**src/rtl/uart_rx_ctrl_if.sv**
```systemverilog
// uart_rx_ctrl_if: strobe/result bundle between the RX controller and the
// data-path stages (sampler, start/parity/stop checkers, deserializer).
//   o_data_sample_enable  ctrl -> sampler       high whenever a frame is active
//   o_edge_count          ctrl -> sampler       current oversampling edge index
//   o_start_check_enable  ctrl -> start check   one-cycle strobe
//   o_parity_check_enable ctrl -> parity check  one-cycle strobe
//   o_stop_check_enable   ctrl -> stop check    one-cycle strobe
//   o_deser_enable        ctrl -> deserializer  one-cycle shift strobe
//   i_start_bit_checked   start check -> ctrl   registered, 1 = valid start bit
//   i_parity_error        parity check -> ctrl  registered, 1 = error
//   i_stop_error          stop check -> ctrl    registered, 1 = error
interface uart_rx_ctrl_if #(
  parameter int unsigned PRESCALE_W = 6
);
  logic                  o_data_sample_enable;
  logic [PRESCALE_W-1:0] o_edge_count;
  logic                  o_start_check_enable;
  logic                  o_parity_check_enable;
  logic                  o_stop_check_enable;
  logic                  o_deser_enable;
  logic                  i_start_bit_checked;
  logic                  i_parity_error;
  logic                  i_stop_error;

  modport master (
    output o_data_sample_enable, o_edge_count, o_start_check_enable,
           o_parity_check_enable, o_stop_check_enable, o_deser_enable,
    input  i_start_bit_checked, i_parity_error, i_stop_error
  );

  modport slave (
    input  o_data_sample_enable, o_edge_count, o_start_check_enable,
           o_parity_check_enable, o_stop_check_enable, o_deser_enable,
    output i_start_bit_checked, i_parity_error, i_stop_error
  );
endinterface

```
**src/rtl/uart_rx_ctrl.sv**
```systemverilog
// uart_rx_ctrl: receive-side UART controller. Detects the start edge, runs
// the oversampling edge counter and bit counter, strobes the data-path
// stages and judges each frame from the registered checker results.
//   i_clk, i_rst_n     clock, asynchronous active-low reset
//   i_rx_in            synchronised serial line, idle high
//   i_prescale         oversampling ratio, latched at frame start (min 8)
//   i_parity_enable    frame carries parity, latched at frame start
//   chk                strobes/results to/from the data-path stages
//   o_data_valid       one-cycle pulse, good frame
//   o_parity_err_flag  one-cycle pulse, parity failed
//   o_framing_err      one-cycle pulse, stop bit failed
//   o_busy             high whenever a frame is in progress
module uart_rx_ctrl #(
  parameter int unsigned DATA_WIDTH = 8,
  parameter int unsigned PRESCALE_W = 6
) (
  input  logic                  i_clk,
  input  logic                  i_rst_n,
  input  logic                  i_rx_in,
  input  logic [PRESCALE_W-1:0] i_prescale,
  input  logic                  i_parity_enable,
  uart_rx_ctrl_if.master        chk,
  output logic                  o_data_valid,
  output logic                  o_parity_err_flag,
  output logic                  o_framing_err,
  output logic                  o_busy
);

  localparam int unsigned BIT_W = (DATA_WIDTH > 1) ? $clog2(DATA_WIDTH) : 1;

  localparam logic [2:0] IDLE   = 3'd0;
  localparam logic [2:0] START  = 3'd1;
  localparam logic [2:0] DATA   = 3'd2;
  localparam logic [2:0] PARITY = 3'd3;
  localparam logic [2:0] STOP   = 3'd4;

  localparam logic [PRESCALE_W-1:0] MIN_PRESCALE = PRESCALE_W'(8);

  logic [2:0]            state_q, state_d;
  logic [PRESCALE_W-1:0] edge_q, edge_d;
  logic [BIT_W-1:0]      bit_q, bit_d;
  logic [PRESCALE_W-1:0] prescale_q, prescale_d;
  logic                  par_en_q, par_en_d;
  logic                  sticky_q, sticky_d;
  logic                  start_en_q, start_en_d;
  logic                  parity_en_q, parity_en_d;
  logic                  stop_en_q, stop_en_d;
  logic                  deser_q, deser_d;
  logic                  end_now;
  logic                  chk_next, end_next;
  logic                  stop_end;

  assign end_now = (edge_q == prescale_q - PRESCALE_W'(1));

  always_comb begin
    state_d    = state_q;
    edge_d     = edge_q;
    bit_d      = bit_q;
    prescale_d = prescale_q;
    par_en_d   = par_en_q;
    sticky_d   = sticky_q;

    if (state_q == IDLE) begin
      edge_d = '0;
      if (!i_rx_in) begin
        state_d    = START;
        prescale_d = (i_prescale < MIN_PRESCALE) ? MIN_PRESCALE : i_prescale;
        par_en_d   = i_parity_enable;
        sticky_d   = 1'b0;
      end
    end else begin
      edge_d = end_now ? '0 : edge_q + PRESCALE_W'(1);
    end

    case (state_q)
      START: if (end_now) begin
        if (chk.i_start_bit_checked) begin
          state_d = DATA;
          bit_d   = '0;
        end else begin
          state_d = IDLE;
        end
      end
      DATA: if (end_now) begin
        if (bit_q == BIT_W'(DATA_WIDTH - 1)) begin
          state_d = par_en_q ? PARITY : STOP;
        end else begin
          bit_d = bit_q + BIT_W'(1);
        end
      end
      PARITY: if (end_now) begin
        sticky_d = chk.i_parity_error;
        state_d  = STOP;
      end
      STOP: if (end_now) begin
        state_d = IDLE;
      end
      default: ;
    endcase
  end

  // Strobes are registered, so they are decoded from the next state/edge
  // to land in the same cycle the edge counter shows CHK or END.
  always_comb begin
    chk_next    = (edge_d == prescale_d - PRESCALE_W'(2));
    end_next    = (edge_d == prescale_d - PRESCALE_W'(1));
    start_en_d  = (state_d == START)  && chk_next;
    parity_en_d = (state_d == PARITY) && chk_next;
    stop_en_d   = (state_d == STOP)   && chk_next;
    deser_d     = (state_d == DATA)   && end_next;
  end

  always_ff @(posedge i_clk or negedge i_rst_n) begin
    if (!i_rst_n) begin
      state_q     <= IDLE;
      edge_q      <= '0;
      bit_q       <= '0;
      prescale_q  <= MIN_PRESCALE;
      par_en_q    <= 1'b0;
      sticky_q    <= 1'b0;
      start_en_q  <= 1'b0;
      parity_en_q <= 1'b0;
      stop_en_q   <= 1'b0;
      deser_q     <= 1'b0;
    end else begin
      state_q     <= state_d;
      edge_q      <= edge_d;
      bit_q       <= bit_d;
      prescale_q  <= prescale_d;
      par_en_q    <= par_en_d;
      sticky_q    <= sticky_d;
      start_en_q  <= start_en_d;
      parity_en_q <= parity_en_d;
      stop_en_q   <= stop_en_d;
      deser_q     <= deser_d;
    end
  end

  // Checker results arrive one cycle after their CHK strobe, i.e. during
  // END, so the frame verdict is decoded directly in the STOP END cycle.
  assign stop_end          = (state_q == STOP) && end_now;
  assign o_data_valid      = stop_end && !sticky_q && !chk.i_stop_error;
  assign o_parity_err_flag = stop_end && sticky_q;
  assign o_framing_err     = stop_end && chk.i_stop_error;
  assign o_busy            = (state_q != IDLE);

  assign chk.o_data_sample_enable  = (state_q != IDLE);
  assign chk.o_edge_count          = edge_q;
  assign chk.o_start_check_enable  = start_en_q;
  assign chk.o_parity_check_enable = parity_en_q;
  assign chk.o_stop_check_enable   = stop_en_q;
  assign chk.o_deser_enable        = deser_q;

endmodule

```
**src/flat_wrapper.sv**
```systemverilog
// flat-port wrapper written by rule: the top's interface ports become plain ports
module uart_rx_ctrl_flat 
#(
  parameter int unsigned DATA_WIDTH = 8,
  parameter int unsigned PRESCALE_W = 6
)
  (i_clk, i_rst_n, i_rx_in, i_prescale, i_parity_enable, o_data_valid, o_parity_err_flag, o_framing_err, o_busy, chk_o_data_sample_enable, chk_o_edge_count, chk_o_start_check_enable, chk_o_parity_check_enable, chk_o_stop_check_enable, chk_o_deser_enable, chk_i_start_bit_checked, chk_i_parity_error, chk_i_stop_error);
  uart_rx_ctrl_if #(.PRESCALE_W(PRESCALE_W)) chk_i ();
  input  logic i_clk;
  input  logic i_rst_n;
  input  logic i_rx_in;
  input  logic [PRESCALE_W-1:0] i_prescale;
  input  logic i_parity_enable;
  output logic o_data_valid;
  output logic o_parity_err_flag;
  output logic o_framing_err;
  output logic o_busy;
  output wire logic [$bits(chk_i.o_data_sample_enable)-1:0] chk_o_data_sample_enable;
  output wire logic [$bits(chk_i.o_edge_count)-1:0] chk_o_edge_count;
  output wire logic [$bits(chk_i.o_start_check_enable)-1:0] chk_o_start_check_enable;
  output wire logic [$bits(chk_i.o_parity_check_enable)-1:0] chk_o_parity_check_enable;
  output wire logic [$bits(chk_i.o_stop_check_enable)-1:0] chk_o_stop_check_enable;
  output wire logic [$bits(chk_i.o_deser_enable)-1:0] chk_o_deser_enable;
  input wire logic [$bits(chk_i.i_start_bit_checked)-1:0] chk_i_start_bit_checked;
  input wire logic [$bits(chk_i.i_parity_error)-1:0] chk_i_parity_error;
  input wire logic [$bits(chk_i.i_stop_error)-1:0] chk_i_stop_error;
  assign chk_o_data_sample_enable = chk_i.o_data_sample_enable;
  assign chk_o_edge_count = chk_i.o_edge_count;
  assign chk_o_start_check_enable = chk_i.o_start_check_enable;
  assign chk_o_parity_check_enable = chk_i.o_parity_check_enable;
  assign chk_o_stop_check_enable = chk_i.o_stop_check_enable;
  assign chk_o_deser_enable = chk_i.o_deser_enable;
  assign chk_i.i_start_bit_checked = chk_i_start_bit_checked;
  assign chk_i.i_parity_error = chk_i_parity_error;
  assign chk_i.i_stop_error = chk_i_stop_error;
  uart_rx_ctrl #(.DATA_WIDTH(DATA_WIDTH), .PRESCALE_W(PRESCALE_W)) u_core (.i_clk(i_clk), .i_rst_n(i_rst_n), .i_rx_in(i_rx_in), .i_prescale(i_prescale), .i_parity_enable(i_parity_enable), .chk(chk_i), .o_data_valid(o_data_valid), .o_parity_err_flag(o_parity_err_flag), .o_framing_err(o_framing_err), .o_busy(o_busy));
endmodule
```
**config.mk**
```make
export PLATFORM = sky130hd
export DESIGN_NAME = uart_rx_ctrl_flat
export DESIGN_NICKNAME = d
export VERILOG_FILES = /design/src/rtl/uart_rx_ctrl_if.sv /design/src/rtl/uart_rx_ctrl.sv /design/src/flat_wrapper.sv
export SDC_FILE = /design/constraint.sdc
export NUM_CORES = 1
export LEC_CHECK = 0
export CAP_MARGIN = 20
export CORE_UTILIZATION = 53
export CTS_CLUSTER_DIAMETER = 120
export CTS_CLUSTER_SIZE = 10
export DETAILED_ROUTE_END_ITERATION = 16
export HOLD_SLACK_MARGIN = 0.06
export PLACE_DENSITY = 0.9
export SYNTH_ARGS = -nofsm -noshare
export SYNTH_HDL_FRONTEND = slang
export SYNTH_SLANG_ARGS = --single-unit
```
**constraint.sdc**
```tcl
create_clock -name i_clk -period 3 [get_ports i_clk]
set_input_delay 0.45 -clock i_clk [delete_from_list [all_inputs] [get_ports i_clk]]
set_output_delay 0.45 -clock i_clk [all_outputs]
set_load 0.02 [all_outputs]
```
==> flow_metrics.tcl, run 1 <==
set metrics [dict create \
    outcome "finished, final reports clean" \
    drive_above_1_share_pct 14.2 \
    ys_top_cells_by_count "23 x dfrtp_1, 20 x nor2_1, 16 x inv_1" \
    cp-endpoint "o_framing_err" \
    intPower_uw 950 \
    ys.flop_type "dfrtp_1" \
    totalPowerFinal_mw 1.77 \
    rsz0062_at_grt "false" \
    fin_cells 284 \
    relSlewSlack_pct 67.0 \
    seqPwrFrac_pct 27.9 \
    drt-met1-wl_um 2040 \
    place_congestion 0.908 \
    yosys.area.top_type "dfrtp_1" \
    ys_seq_elements 24 \
    routed_wl_um 4580 \
    synthTopCellsByArea "dfrtp_1 34%, xnor2_1 5.6%, ha_1 5.1%" \
    grt_usage_pct 28.7 \
    cts_tree "yes" \
    synth-compound-area-share_pct 19.1 \
    worstSetupPathType "flop to output port" \
    antenna_found_initial 0 \
    worst-slew-pin-transition_ns 0.489 \
    wl_met2_um 2170 \
    drtPass1Iterations 5 \
    io_buffers 27 \
    hpwl_um 3560 \
    placementRows 20 \
    synth_cell_types 49 \
    postSynthAreaPerCell_um2 8.84 \
    period_share_pct 93.9 \
    p_comb_share_pct 63.4 \
    cp.required_ns 2.55 \
    diodes 0 \
    skew_ns 0.00646 \
    worst-path-max-fanout 4 \
    r2r_cells 10 \
    synth_enable_flop_cells 0 \
    wl_per_cell_um 16.1 \
    synth-xor-area-share_pct 11.8 \
    area_delta_synth_final_pct 27.7 \
    synth_area_um2 1720 \
    clk_pin_slew_ns 0.14 \
    r2r_slack_ns 0.21 \
    drt_iter0_markers 151 \
    post-route-drc-count 0 \
    synth_mux_area_share_pct 3.21 \
    synth_async_sr_flop_share_pct 100 \
    ant_nets 0 \
    endpoint_kind "output port" \
    maxUsedRoutingLayer "met4" \
    clkLatencyLatePin_ns 0.32 \
    ir_worst_vdd_uv 552 \
    r2r_start "u_core.state_q[1]" \
    drt-vias-per-instance 5.96 \
    cts.path.max_buffers 2 \
    yosysMostFrequentCell "dfrtp_1" \
    hp-class "input port to async pin" \
    ys_warn_count 0 \
    synthCells 194 \
    fillCellCount 237 \
    synthSimpleGateAreaFrac_pct 19.8 \
    dr_wl_met3_um 283 \
    maxClockFrequency_mhz 355 \
    num-nets-final 261 \
    critPathLaunchType "flop" \
    pre_cts_slack_ns -0.125 \
    grt_max_degree 25 \
    die-area_um2 3470 \
    finalSetupViolations 0 \
    netlist.area_leader.share_pct 33.6 \
    cts_buffers 3 \
    power.leakage_nw 1.01 \
    num_vias 1692 \
    grt_overflow 0 \
    cts_root_buf "clkbuf_4" \
    grt_pass1_wl_um 7380 \
    p_clk_share_pct 8.7 \
    min_period_ns 2.82 \
    core_um2 3050 \
    arrival_ns 2.37 \
    synth-seq-area-share_pct 35.1 \
    maxCapViolCount 0 \
    ctsHtreeMaxLevel 1 \
    power_density_nw_per_um2 808 \
    first_global_vias 1538 \
    io_pins 28 \
    crit_start "u_core.prescale_q[0]" \
    slew_viol_final 0 \
    place_inst 279 \
    sw_frac_of_total_pct 46.4 \
    finalHoldViolCount 0 \
    initial_core_util_pct 56.2 \
    dieHeight_um 58.9 \
    die_w_um 58.9 \
    syn_nets 214 \
    p_switching_uw 821 \
    synth_top_family_by_area "simple AND/OR/NAND/NOR gates" \
    synthAdderAreaFrac_pct 5.11 \
    regToRegEndpoint "u_core.chk.o_stop_check_enable" \
    cts.sinks 24 \
    setup_slack_ns 0.183 \
]
## power groups by stage
stage / logic, mW / clock network [mW] / registers [mW]
floorplan: 0.713 / 0 / 0.506
global placement: 1.05 / 0 / 0.494
detailed placement: 1.09 / 0 / 0.499
CTS: 1.10 / 0.159 / 0.492
global route: 1.22 / 0.172 / 0.507
finish: 1.12 / 0.154 / 0.494
## what timing repair did
item	4_1_cts	5_1_grt
endpoints found under the setup margin	3	3
pin swaps	1	1
setup buffers	1	0
gates cloned	0	0
hold buffers	0	0
resized for setup	3	4
## worst max-delay path, stage by stage (launching register included)
cell and delay, ns:
dfrtp_1 0.43, buf_4 0.16, nor3_1 0.23, xnor2_1 0.18
o2111ai_1 0.18, nor2_1 0.21, and3_1 0.21, and2_1 0.12
dlygate4sd2_1 0.32
## flip-flops by register name, summed over array words and instances, names as in the netlist
| name | cells |
|---|---|
| u_core.chk.o_edge_count | 6 |
| u_core.prescale_q | 6 |
| u_core.bit_q | 3 |
| u_core.state_q | 3 |
| u_core.chk.o_deser_enable | 1 |
| u_core.chk.o_parity_check_enable | 1 |
| u_core.chk.o_start_check_enable | 1 |
| u_core.chk.o_stop_check_enable | 1 |
| u_core.par_en_q | 1 |
| u_core.sticky_q | 1 |
## layout by cell type, fill, tap and decap left out, types with 7 or more instances in the layout
| cell type | n |
|---|---|
| clkdlybuf4s50_1 | 24 |
| dfrtp_1 | 23 |
| buf_4 | 22 |
| nor2_1 | 20 |
| inv_1 | 16 |
| xnor2_1 | 11 |
| a21oi_1 | 11 |
| o21ai_0 | 11 |
| nand2_1 | 11 |
| nand3_1 | 10 |
| nor3_1 | 7 |
| xor2_1 | 7 |
| ha_1 | 7 |
## per-stage QoR
stage	TNS (ns)	area (um^2)	util [%]	hold slack (ns)
after global routing	0	2190	71.8	0.479
after CTS	0	2190	71.7	0.473
final	0	2190	71.8	0.464
after global placement	0	2160	70.7	0.492
after floorplan	0	1720	-	0.154
after detailed placement	-0.225	2160	70.7	0.490
## kinds of logic (layout without fill, tap and decap cells)
family / Yosys count / count (layout)
mux: 5 / 5
buf+inv: 23 / 69
compound gates: 48 / 48
simple gates: 67 / 67
fa+ha+maj: 7 / 7
flops: 24 / 24
xor+xnor: 20 / 20
## layer usage
metal	GRT usage (%)	up-vias
met2	46.3	77
met4	6.46	0
met3	3.30	8
li1	-	790
met1	41.5	817
met5	0	-
## worst min path at each step
stage | start | to | slack [ns] | cells past startpoint
after floorplan | i_rst_n | u_core.bit_q[0] | 0.15 | 0
after CTS | i_rst_n | u_core.chk.o_edge_count[3] | 0.47 | 2
final | i_rst_n | u_core.chk.o_edge_count[3] | 0.46 | 2
after global routing | i_rst_n | u_core.chk.o_edge_count[3] | 0.48 | 2
after detailed placement | u_core.bit_q[1] | u_core.bit_q[1] | 0.49 | 1
after global placement | u_core.bit_q[1] | u_core.bit_q[1] | 0.49 | 1
## area by class of cell
| class | instances | area (um^2) | share of cell area [%] |
|---|---|---|---|
| Sequential cell | 24 | 602 | 27.5 |
| Inverter | 16 | 60.1 | 2.74 |
| Clock buffer | 4 | 26.3 | 1.20 |
| Tap cell | 44 | 55.1 | 2.51 |
| Multi-Input combinational cell | 147 | 1020 | 46.5 |
| Timing Repair Buffer | 49 | 428 | 19.5 |
(Power assumes the default switching activity.)
==> run 2: changes to the inputs <==
TNS_END_PERCENT = 50   (was default)
==> flow_metrics.tcl, run 2 (synthesis results as in run 1) <==
set metrics [dict create \
    placed_cell_area_um2 2160 \
    setup_slack_ns 0.162 \
    initial_core_util_pct 56.2 \
    hp-class "input port to async pin" \
    fin_util_pct 71.9 \
    power_density_nw_per_um2 808 \
    post-route-drc-count 0 \
    cts.path.max_buffers 2 \
    maxClockFrequency_mhz 352 \
    worstSetupPathType "flop to output port" \
    relSlewSlack_pct 65.4 \
    crit_buf_inv 2 \
    cts_tree "yes" \
    routed_wl_um 4560 \
    antenna_found_initial 0 \
    io_pins 28 \
    totalPowerFinal_mw 1.77 \
    diodes 0 \
    dieHeight_um 58.9 \
    tns_ns 0 \
    grtUsageMet1_pct 40.9 \
    cts_root_buf "clkbuf_4" \
    cp_top_family "simple AND/OR/NAND/NOR gates" \
    num_vias 1695 \
    whs_ns 0.464 \
    slew_viol_final 0 \
    io_buffers 27 \
    grtUsageMet2_pct 45.5 \
    design_area_um2 2190 \
    finalHoldViolCount 0 \
    p_comb_share_pct 63.4 \
    grt_pass1_wl_um 7270 \
    pre_cts_slack_ns -0.125 \
    placementRows 20 \
    grt.busiest_layer "met2" \
    r2r_cells 10 \
    outcome "finished, final reports clean" \
    endpoint_kind "output port" \
    intPower_uw 950 \
    cp.required_ns 2.55 \
    met3_usage_pct 3.30 \
    ir_worst_vdd_uv 551 \
    drt_iter0_markers 135 \
    place_inst 279 \
    p_switching_uw 823 \
    final_cell_mix "24 x clkdlybuf4s50_1, 23 x dfrtp_1, 22 x buf_4" \
    core_um2 3050 \
    ctsHtreeMaxLevel 1 \
    drt-vias-per-instance 5.97 \
    drive_above_1_share_pct 14.2 \
    maxCapViolCount 0 \
    place_congestion 0.908 \
    period_share_pct 94.6 \
    area_delta_synth_final_pct 27.9 \
    cts_buffers 3 \
    hold_buffers 0 \
    wl_per_cell_um 16.1 \
    clkLatencyLatePin_ns 0.32 \
    grt_overflow 0 \
    critPathLaunchType "flop" \
    hpwl_um 3560 \
    arrival_ns 2.39 \
    skew_ns 0.00607 \
    worst-path-max-fanout 4 \
    seqPwrFrac_pct 27.9 \
    rsz0062_at_grt "false" \
    die_w_um 58.9 \
    ant_nets 0 \
    num-nets-final 261 \
    grt_usage_pct 28.3 \
    fin_cells 284 \
    critPathSlowestCell "dfrtp_1" \
    grt_max_degree 25 \
    power.leakage_nw 1.02 \
    clk_pin_slew_ns 0.14 \
    layout_commonest_cell "clkdlybuf4s50_1" \
    drtPass1Iterations 4 \
    worst-path-stages 8 \
    max_stage_delay_ns 0.43 \
    p_clk_share_pct 8.7 \
    die-area_um2 3470 \
    cts.sinks 24 \
    crit_chain "buf_4 -> nor3_1 -> xnor2_1 -> o2111ai_1 -> nor2_1 -> and3_1 -> and2_1 -> dlygate4sd2_1" \
    sw_frac_of_total_pct 46.4 \
    min_period_ns 2.84 \
    first_global_vias 1521 \
    finalSetupViolations 0 \
    worst-slew-pin-transition_ns 0.513 \
]
run 2: final timing paths:
| path | from | endpoint | slack, ns |
|---|---|---|---|
| worst min-delay path | i_rst_n | u_core.chk.o_edge_count[3] | 0.46 |
| min in group i_clk | u_core.bit_q[1] | u_core.bit_q[1] | 0.53 |
| worst max register to register | u_core.state_q[1] | u_core.chk.o_stop_check_enable | 0.22 |
| max in group asynchronous | i_rst_n | u_core.prescale_q[3] | 2.25 |
| worst min register to register | u_core.bit_q[1] | u_core.bit_q[1] | 0.53 |
| worst max-delay path | u_core.prescale_q[0] | o_parity_err_flag | 0.16 |
run 2: area by class of cell:
type	count	area (um^2)
multi-input combinational	147	1020
fill	234	858
sequential	24	602
timing repair buffer	49	432
inverter	16	60.1
tap	44	55.1
clock buffer	4	26.3
run 2: what timing repair did:
item / in CTS / in global routing
setup endpoints to repair: 3 / 3
pin swaps: 0 / 1
setup buffers: 0 / 1
gates resized for setup: 2 / 5
run 2: power groups by stage:
stage,sequential (mW),combinational [mW],clock [mW]
6_report,0.494,1.12,0.154
5_1_grt,0.507,1.21,0.172
4_1_cts,0.492,1.09,0.159
3_5_place_dp,0.499,1.09,0
3_3_place_gp,0.494,1.05,0
2_1_floorplan,0.506,0.713,0
run 2: layer usage:
layer	vias to the layer above	wire, um
met5	-	0
met4	0	40
met3	5	330
met2	76	2210
met1	818	1990
li1	796	-
